==> src/rtl/relu_maxpool2x2.sv <==
// Streaming ReLU followed by 2x2 stride-2 max pooling over a raster-order fp32 stream.
// Pair maxima from even rows wait in a half-width line buffer for the matching odd row.
module relu_maxpool2x2 #(
  parameter int IN_WIDTH  = 6,
  parameter int IN_HEIGHT = 6
) (
  input  logic        clk,
  input  logic        resetn,
  input  logic        valid_in,
  input  logic [31:0] data_in,
  output logic [31:0] data_out,
  output logic        valid_out,
  output logic        frame_done
);

  localparam int CW    = (IN_WIDTH  > 2) ? $clog2(IN_WIDTH)  : 1;
  localparam int RW    = (IN_HEIGHT > 2) ? $clog2(IN_HEIGHT) : 1;
  localparam int HALF  = IN_WIDTH / 2;
  localparam int AW    = (HALF > 1) ? $clog2(HALF) : 1;
  localparam bit H_ODD = (IN_HEIGHT % 2) == 1;

  logic [CW-1:0] col;
  logic [RW-1:0] row;
  logic [31:0]   hreg;
  logic [31:0]   linebuf [0:HALF-1];

  logic [31:0]   r;
  logic [31:0]   hmax;
  logic [31:0]   lb_rd;
  logic [31:0]   pooled;
  logic [AW-1:0] pidx;
  logic          last_col;
  logic          last_row;
  logic          lb_we;

  // After ReLU every value has a clear sign bit, so a 31-bit unsigned
  // compare orders them correctly (Inf/NaN win by bit pattern).
  always_comb begin
    r        = data_in[31] ? '0 : data_in;
    hmax     = (r[30:0] > hreg[30:0]) ? r : hreg;
    pidx     = AW'(col >> 1);
    lb_rd    = linebuf[pidx];
    pooled   = (hmax[30:0] > lb_rd[30:0]) ? hmax : lb_rd;
    last_col = (col == CW'(IN_WIDTH - 1));
    last_row = (row == RW'(IN_HEIGHT - 1));
    lb_we    = valid_in && col[0] && !row[0] && !(H_ODD && last_row);
  end

  always_ff @(posedge clk or negedge resetn) begin
    if (!resetn) begin
      col        <= '0;
      row        <= '0;
      hreg       <= '0;
      data_out   <= '0;
      valid_out  <= 1'b0;
      frame_done <= 1'b0;
    end else begin
      valid_out  <= 1'b0;
      frame_done <= 1'b0;
      if (valid_in) begin
        if (last_col) begin
          col <= '0;
          row <= last_row ? '0 : row + 1'b1;
        end else begin
          col <= col + 1'b1;
        end
        frame_done <= last_col && last_row;
        if (!col[0]) begin
          hreg <= r;
        end else if (row[0]) begin
          data_out  <= pooled;
          valid_out <= 1'b1;
        end
      end
    end
  end

  always_ff @(posedge clk) begin
    if (lb_we) linebuf[pidx] <= hmax;
  end

endmodule

==> config.mk <==
export PLATFORM = sky130hd
export DESIGN_NAME = relu_maxpool2x2
export DESIGN_NICKNAME = d
export VERILOG_FILES = /design/src/rtl/relu_maxpool2x2.sv
export SDC_FILE = /design/constraint.sdc
export NUM_CORES = 1
export LEC_CHECK = 0
export ABC_AREA = 1
export CAP_MARGIN = 25
export CORE_ASPECT_RATIO = 1.25
export CORE_UTILIZATION = 49
export CTS_CLUSTER_SIZE = 24
export DETAILED_ROUTE_END_ITERATION = 10
export GPL_TIMING_DRIVEN = 0
export PLACE_DENSITY = 0.65
export SYNTH_ARGS = -nofsm -noshare
export SYNTH_HDL_FRONTEND = slang
export SYNTH_SLANG_ARGS = --single-unit
==> constraint.sdc <==
create_clock -name clk -period 4.1 [get_ports clk]
set_input_delay 0.615 -clock clk [delete_from_list [all_inputs] [get_ports clk]]
set_output_delay 0.615 -clock clk [all_outputs]
set_load 0.01 [all_outputs]
# Word-level counts from Yosys, hierarchy flattened

Memory sizes are Yosys's and may differ from the RTL's.
Index checks and enable logic that the tools add are counted.

$add $sub $neg: 2
Magnitude comparators: 2
Eq/ne operators: 2
Mux-type cells: 11
Bitwise logic cells: 1
Reductions and logical operators: 7

Operators by type and width:

| cell                                         | number |
|---|---|
| 2-to-1 mux 32 bit                            | 2 |
| > comparator 31 bit                          | 2 |
| 2-to-1 mux 31 bit                            | 1 |
| adder 3 x 1 -> 3 bit (second input constant) | 2 |
| equality test 3 bit (second input constant)  | 2 |
| 2-to-1 mux 1 bit                             | 6 |
| 2-to-1 mux 3 bit                             | 2 |
| AND reduction 2 bit                          | 2 |
| logical AND 1 bit                            | 3 |
| AND reduction 3 bit                          | 1 |
| logical NOT 1 bit                            | 1 |
| NOT 1 bit                                    | 1 |

Register bits: 72
RAM bits: 96
Input port bits: 35
Output and inout port bits: 34
Memories: 1

Memory list:

| memory  | depth | bits a word | rd ports | clocked after Yosys merged registers in | wr ports | RTL line | source |
|---|---|---|---|---|---|---|---|
| linebuf | 3     | 32          | 1        | 0                                       | 1        | 25       | `logic [31:0] linebuf [0:HALF-1];` |

# Depth between registers and ports, before layout

Gate-level depths: netlist (run 1).

Depth in word-level cells: 5
Depth in mapped cells: 34

# Worst setup path before layout (run 1)

Ideal clock, no wire load.

Path kind: input port to flip-flop
From: input port data_in[31]
To: register data_out[0]
Setup time: 0.117 ns
Arrival time: 3.988 ns
Required time: 3.983 ns
Path slack: -0.005 ns
Cell stages on the path: 28
Buffers on the path: 4
Path through: inv_2 buf_6 clkbuf_1 nand2_1 inv_1 ha_1 a21oi_1 nor2_1 a211oi_1 nand2_1 a21oi_1 nand2_4 buf_2 nand3_1 nand2_1 ha_1 nand4_1 nor3b_1 nand2_1 nor2_1 nand2_1 nand2_1 nand2_1 inv_1 buf_1 nand3_1 nand2_1 nand2_1

Word-level cells in the longest chain between the ends: 5

RTL lines:

| item                 | RTL line | source |
|---|---|---|
| start, declared      | 10       | `input logic [31:0] data_in,` |
| 2-to-1 mux 31 bit    | 39       | `r = data_in[31] ? '0 : data_in;` |
| named net r[20]      | 27       | `logic [31:0] r;` |
| > comparator 31 bit  | 40       | `hmax = (r[30:0] > hreg[30:0]) ? r : hreg;` |
| 2-to-1 mux 32 bit    | 40       |  |
| named net hmax[30]   | 28       | `logic [31:0] hmax;` |
| > comparator 31 bit  | 43       | `pooled = (hmax[30:0] > lb_rd[30:0]) ? hmax : lb_rd;` |
| 2-to-1 mux 32 bit    | 43       |  |
| end signal, assigned | 71       | `data_out <= pooled;` |
| end, declared        | 11       | `output logic [31:0] data_out,` |

The timed path passes the listed nets, and every way through them passes these cells.
A chain may end at the register's enable or synchronous reset.

# Worst setup path after layout (run 1)

From: input port data_in[27]
To: register data_out[29]

Same word-level chain as after synthesis.

==> results.json, run 1 <==
{
  "outcome": "finished with violations",
  "violations": "setup timing",
  "r2r_slack_ps": 60,
  "drc": 0,
  "post-place-ws_ps": -2100,
  "coreArea_mm2": 0.0168,
  "die_y_um": 149,
  "root_buffer": "clkbuf_16",
  "yosysSeqAreaShare": 0.536,
  "ys.flop_type": "edfxtp_1",
  "synthDistinctLibCells": 36,
  "synth.top_cell.area_share": 0.329,
  "synth_most_common_cell": "nand2_1",
  "antenna_found_initial": 0,
  "post_drt_wl_per_cell_um": 19.9,
  "clock_sinks": 163,
  "hold_violations": 0,
  "routedLengthMet1_um": 10400,
  "syn_inst": 929,
  "hold_class": "input pin to asynchronous set/reset pin",
  "worstPathArrival_ps": 4500,
  "die_x_um": 120,
  "syn_area_mm2": 0.00848,
  "tightest_slew_ps": 801,
  "grt_pass1_wl_um": 36000,
  "dr.pass1.iters": 5,
  "crit_type": "input pin to register",
  "drtIter0Drc": 848,
  "grt_max_degree": 45,
  "critPathLaunch": "data_in[27]",
  "antenna-diode-count": 0,
  "endpoint_kind": "register",
  "fin_ws_ps": -33.8,
  "detail-route-antenna-nets": 0,
  "r2r_start": "hreg[21]",
  "gp_congestion": 0.890,
  "skew_ps": 9.06,
  "io_buffer_count": 67,
  "setup.worst_path.start_class": "input pin",
  "rsz0062_at_grt": "true",
  "avgSynthCellArea_um2": 9.13,
  "synth-seq-cells": 163,
  "p_total_mw": 10.0,
  "dr_wl_met2_um": 13400,
  "fmax_ghz": 0.242,
  "timing.hold.ws_ps": 106,
  "fin_nets": 1175,
  "synth_fp_nets": 1017,
  "clock_latency_ps": 440,
  "drv_cap": 0,
  "holdBufCountCts": 0,
  "p_leak_nw": 5.34,
  "drive_gt1_frac": 0.300,
  "clock_path_buffers": 2,
  "grt_pass1_vias": 6726,
  "peakVddDrop_mv": 0.339,
  "dpl.hpwl_um": 16600,
  "cts_tree": "yes",
  "slew_violations": 0,
  "met3_length_um": 1440,
  "routed.top_layer": "met4",
  "fin_crit_ps": 4130,
  "layout.cells.non_filler": 1320,
  "ff2ff_path_depth": 25,
  "finalSetupViolations": 1,
  "ys_warn_count": 0,
  "via_per_inst": 5.64,
  "synth_commonest_cells": "272 x nand2_1, 93 x edfxtp_1, 87 x a21oi_1, 85 x inv_1, 71 x nand3_1",
  "grt_overflow": 0,
  "areaGrowthSynthToFinish_pct": 43.8,
  "async_flop_share": 0.429,
  "wirelength_um": 26200,
  "power_density_mw_per_mm2": 823,
  "cp.required_ps": 4470,
  "ctsHtreeMaxLevel": 4,
  "rows": 53,
  "synth.area.top_cells": "edfxtp_1 33%, dfrtp_1 21%, nand2_1 12%",
  "dieArea_mm2": 0.0178,
  "num_io_pins": 69,
  "synth_top_area_cell": "edfxtp_1",
  "track_usage": 0.274,
  "synth-edff-count": 93,
  "fill_cells": 1194,
  "crit_fanout": 8,
  "slew_headroom": 0.464,
  "reg2reg_to": "data_out[29]",
  "via_count": 7449,
  "period_share": 1.01,
  "start_util": 0.503,
  "cts.clk_slew.worst_paths_ps": 60,
  "cts_buffers": 17,
  "placed_cells": 1222
}
==> cells in the final DEF, fill, tap and decap left out, drive strengths merged, types with 3 or more instances in the layout <==
cell / synthesis / layout
edfxtp: 93 / 93
dlymetal6s2s: 0 / 11
o211ai: 3 / 3
nor2: 35 / 35
a31oi: 3 / 3
nor3: 4 / 4
nand3: 73 / 73
o21ai: 41 / 41
a22o: 30 / 30
clkbuf: 28 / 58
clkinv: 0 / 6
dfrtp: 70 / 70
nand2: 287 / 287
ha: 53 / 53
nand4: 8 / 8
clkdlybuf4s50: 0 / 54
buf: 13 / 79
a21oi: 87 / 87
inv: 88 / 88
==> sequential cells by signal, indices dropped and copies added (netlist names) <==
signal      count
row             3
frame_done      1
valid_out       1
linebuf        93
hreg           31
data_out       31
col             3
==> cells by family after synthesis <==
| family | count (synthesis) | synth area share |
|---|---|---|
| other cells | 1 | 0.000442 |
| buf+inv | 129 | 0.0626 |
| xor+xnor | 1 | 0.00103 |
| flops | 163 | 0.536 |
| mux | 1 | 0.00118 |
| fa+ha+maj | 53 | 0.0782 |
| simple gates | 411 | 0.204 |
| compound gates | 170 | 0.117 |
==> critical path: stages <==
cell	delay (ps)
clkdlybuf4s50_1	460
nand2_1	70
inv_1	120
ha_1	260
nand3_2	110
inv_2	60
nand2_1	80
o211ai_1	140
a21oi_4	240
nand2_8	140
nand2_8	150
buf_12	170
buf_4	130
nand2_1	110
nand2_4	130
ha_4	210
a21oi_1	140
o21a_1	170
o21ai_2	90
a21oi_2	130
nand2_2	110
nand2_8	140
clkinv_8	110
clkbuf_16	170
nand3_1	80
nand2_1	70
nand2_1	80
==> metal layers <==
layer	vias up	track usage
met5	-	0
met4	0	0.0894
met3	63	0.0455
met2	300	0.464
met1	3606	0.356
li1	3480	-
==> power breakdown <==
part           total [mW]  internal (mW)  leakage (nW)  switching, mW
sequential           2.56           2.29          1.75          0.274
combinational        5.93           2.57          3.31           3.36
clock                1.54          0.883         0.273          0.652
total                10.0           5.75          5.34           4.28
==> layout make-up <==
class / count / area, um^2 / share of cell area
well taps: 220 / 275 / 0.0226
repair buffers: 140 / 1490 / 0.122
multi-input cells: 637 / 4590 / 0.376
flip-flops and latches: 163 / 4540 / 0.373
inverters: 88 / 360 / 0.0296
clock inverters: 9 / 77.6 / 0.00636
plain buffers: 40 / 379 / 0.0311
clock buffers: 23 / 479 / 0.0393
==> metrics by stage <==
step            util  TNS (ps)  cell area, um^2
5_1_grt        0.724     -4270            12200
3_5_place_dp   0.567    -63770             9550
4_1_cts        0.640         0            10800
6_report       0.724     -33.8            12200
3_3_place_gp   0.560   -133450             9430
2_1_floorplan      -         0             8480
==> worst max path at each step <==
stage / endpoint / cells after the start
final: data_out[29] / 27
after floorplan: data_out[20] / 28
after global placement: data_out[12] / 28
after global routing: data_out[28] / 30
after detailed placement: data_out[12] / 28
after CTS: data_out[8] / 26
==> what timing repair did <==
item,4_1_cts,5_1_grt
buffers inserted,12,42
pin swaps,35,88
setup endpoints to repair,31,31
gates resized for setup,126,206
gates cloned,5,8
hold endpoints to repair,0,0
Power figures use the tool's default switching activity.
==> run 2, diff against run 1 <==
CORE_MARGIN = 4   (was not set)
clock period = 4.3 ns   (was 4.1 ns; I/O delays follow)
==> run 2 against run 1 <==
The run now ends clean. Via count fell by 5.8%. Clock power decreased by 4%. Clock-buffer cell count down 4. Global-route usage fell by 3.5 points. Combinational power decreased by 19%. Critical path depth grew 3. Final cell count is 2.1% lower. Cell area shrank 7.0%. Sequential share of layout area up 2.8 points. Critical path type unchanged. Critical endpoint is now data_out[12]. Largest cell class is now sequential cells.
==> results.json, run 2 (synthesis gave the netlist of run 1 again) <==
{
  "dpl.hpwl_um": 16500,
  "slew_headroom": 0.455,
  "largest_register_ffs": 93,
  "reg2reg_to": "data_out[12]",
  "worstPathArrival_ps": 4590,
  "grt_pass1_vias": 6677,
  "period_share": 0.983,
  "final_common_cell": "nand2_1",
  "tightest_slew_ps": 815,
  "start_util": 0.501,
  "cp.required_ps": 4670,
  "ctsHtreeMaxLevel": 4,
  "r2r_start": "hreg[26]",
  "drv_cap": 0,
  "power_density_mw_per_mm2": 765,
  "crit_top_cell": "nand2_2",
  "r2r_slack_ps": 430,
  "wirelength_um": 23400,
  "layout.cells.non_filler": 1292,
  "top_regs": "linebuf: 93 flops, data_out: 31 flops, hreg: 31 flops",
  "setup.worst_path.start_class": "input pin",
  "cts.clk_slew.worst_paths_ps": 70,
  "areaGrowthSynthToFinish_pct": 33.7,
  "hold_violations": 0,
  "clock_latency_ps": 430,
  "rows": 53,
  "critPathLaunch": "data_in[31]",
  "antenna-diode-count": 0,
  "p_comb_frac": 0.551,
  "outcome": "complete, no violations",
  "grt_overflow": 0,
  "die_y_um": 155,
  "antenna_found_initial": 0,
  "clock_path_buffers": 2,
  "netSwitchingFraction": 0.422,
  "slowest_delay_ps": 330,
  "fin_crit_ps": 4230,
  "fin_nets": 1147,
  "die_x_um": 126,
  "skew_ps": 11.7,
  "p_leak_nw": 4.95,
  "clock_power_share": 0.171,
  "drtIter0Drc": 537,
  "hold_class": "input pin to asynchronous set/reset pin",
  "seqPwrFrac": 0.278,
  "ff2ff_path_depth": 25,
  "clock_sinks": 163,
  "dr.pass1.iters": 5,
  "via_count": 7016,
  "grt_pass1_wl_um": 35700,
  "post_drt_wl_per_cell_um": 18.1,
  "fin_util": 0.671,
  "via_per_inst": 5.43,
  "track_usage": 0.238,
  "tns_ps": 0,
  "drc": 0,
  "crit_fanout": 10,
  "cts_buffers": 17,
  "final_cell_mix": "227 x nand2_1, 93 x edfxtp_1, 84 x a21oi_1",
  "slew_violations": 0,
  "coreArea_mm2": 0.0169,
  "io_buffer_count": 67,
  "p_int_mw": 5.01,
  "fmax_ghz": 0.237,
  "cts_tree": "yes",
  "gp_congestion": 0.889,
  "drive_gt1_frac": 0.220,
  "peakVddDrop_mv": 0.331,
  "cp_slowest_cell": "ha_1",
  "placed_cells": 1222,
  "finalSetupViolations": 0,
  "dieArea_mm2": 0.0195,
  "grt_max_degree": 44,
  "endpoint_kind": "register",
  "crit_type": "input pin to register",
  "p_switching_mw": 3.66,
  "detail-route-antenna-nets": 0,
  "num_io_pins": 69,
  "root_buffer": "clkbuf_16",
  "largest-register": "linebuf"
}
==> run 2: how the worst max path moves through the flow <==
stage	to	slack [ps]	cells after the start
after global placement	data_out[12]	-1850	31
after floorplan	data_out[0]	170	28
final	data_out[12]	70	30
after detailed placement	data_out[14]	-1880	31
after CTS	data_out[21]	20	31
after global routing	data_out[20]	-90	29
==> run 2: cell type report <==
type	instances	area, um^2
inverter	88	345
tap	220	275
fill	1369	5570
buffer	41	379
clock inverter	13	120
timing repair buffer	111	1110
multi-input combinational	637	4110
clock buffer	19	454
sequential	163	4540
==> run 2: power by group through the flow <==
stage / logic (mW) / clock network (mW) / registers, mW
after global routing: 5.24 / 1.57 / 2.45
after global placement: 3.44 / 0 / 2.42
after detailed placement: 3.53 / 0 / 2.42
after floorplan: 2.26 / 0 / 2.44
after CTS: 4.05 / 1.49 / 2.40
final: 4.78 / 1.48 / 2.41
==> run 2: per-stage QoR <==
stage / area [um^2] / hold WS, ps / total power [mW] / setup WS [ps]
after CTS: 10700 / 144 / 7.93 / 22.4
after detailed placement: 9560 / 465 / 5.95 / -1880
after global routing: 11300 / 155 / 9.26 / -91.6
final: 11300 / 135 / 8.68 / 73.3
after floorplan: 8480 / 349 / 4.70 / 165
after global placement: 9430 / 463 / 5.87 / -1850
==> run 2: metal layers <==
metal	share of wire	track usage
met4	0.030	0.0987
met3	0.050	0.0340
met1	0.42	0.310
met5	0	0
met2	0.50	0.402
==> run 2: critical path: cells and delay by family <==
family          cells  cell delay, ps
compound gates      4             590
buf+inv             9            1050
simple gates       15            1660
fa+ha+maj           2             600
==> run 2: timing repair <==
| item | 4_1_cts | 5_1_grt |
|---|---|---|
| gates cloned | 3 | 2 |
| setup buffers | 12 | 21 |
| gates resized for setup | 113 | 101 |
| pin swaps | 20 | 40 |
| setup endpoints to repair | 31 | 31 |
| hold buffers | 0 | 0 |
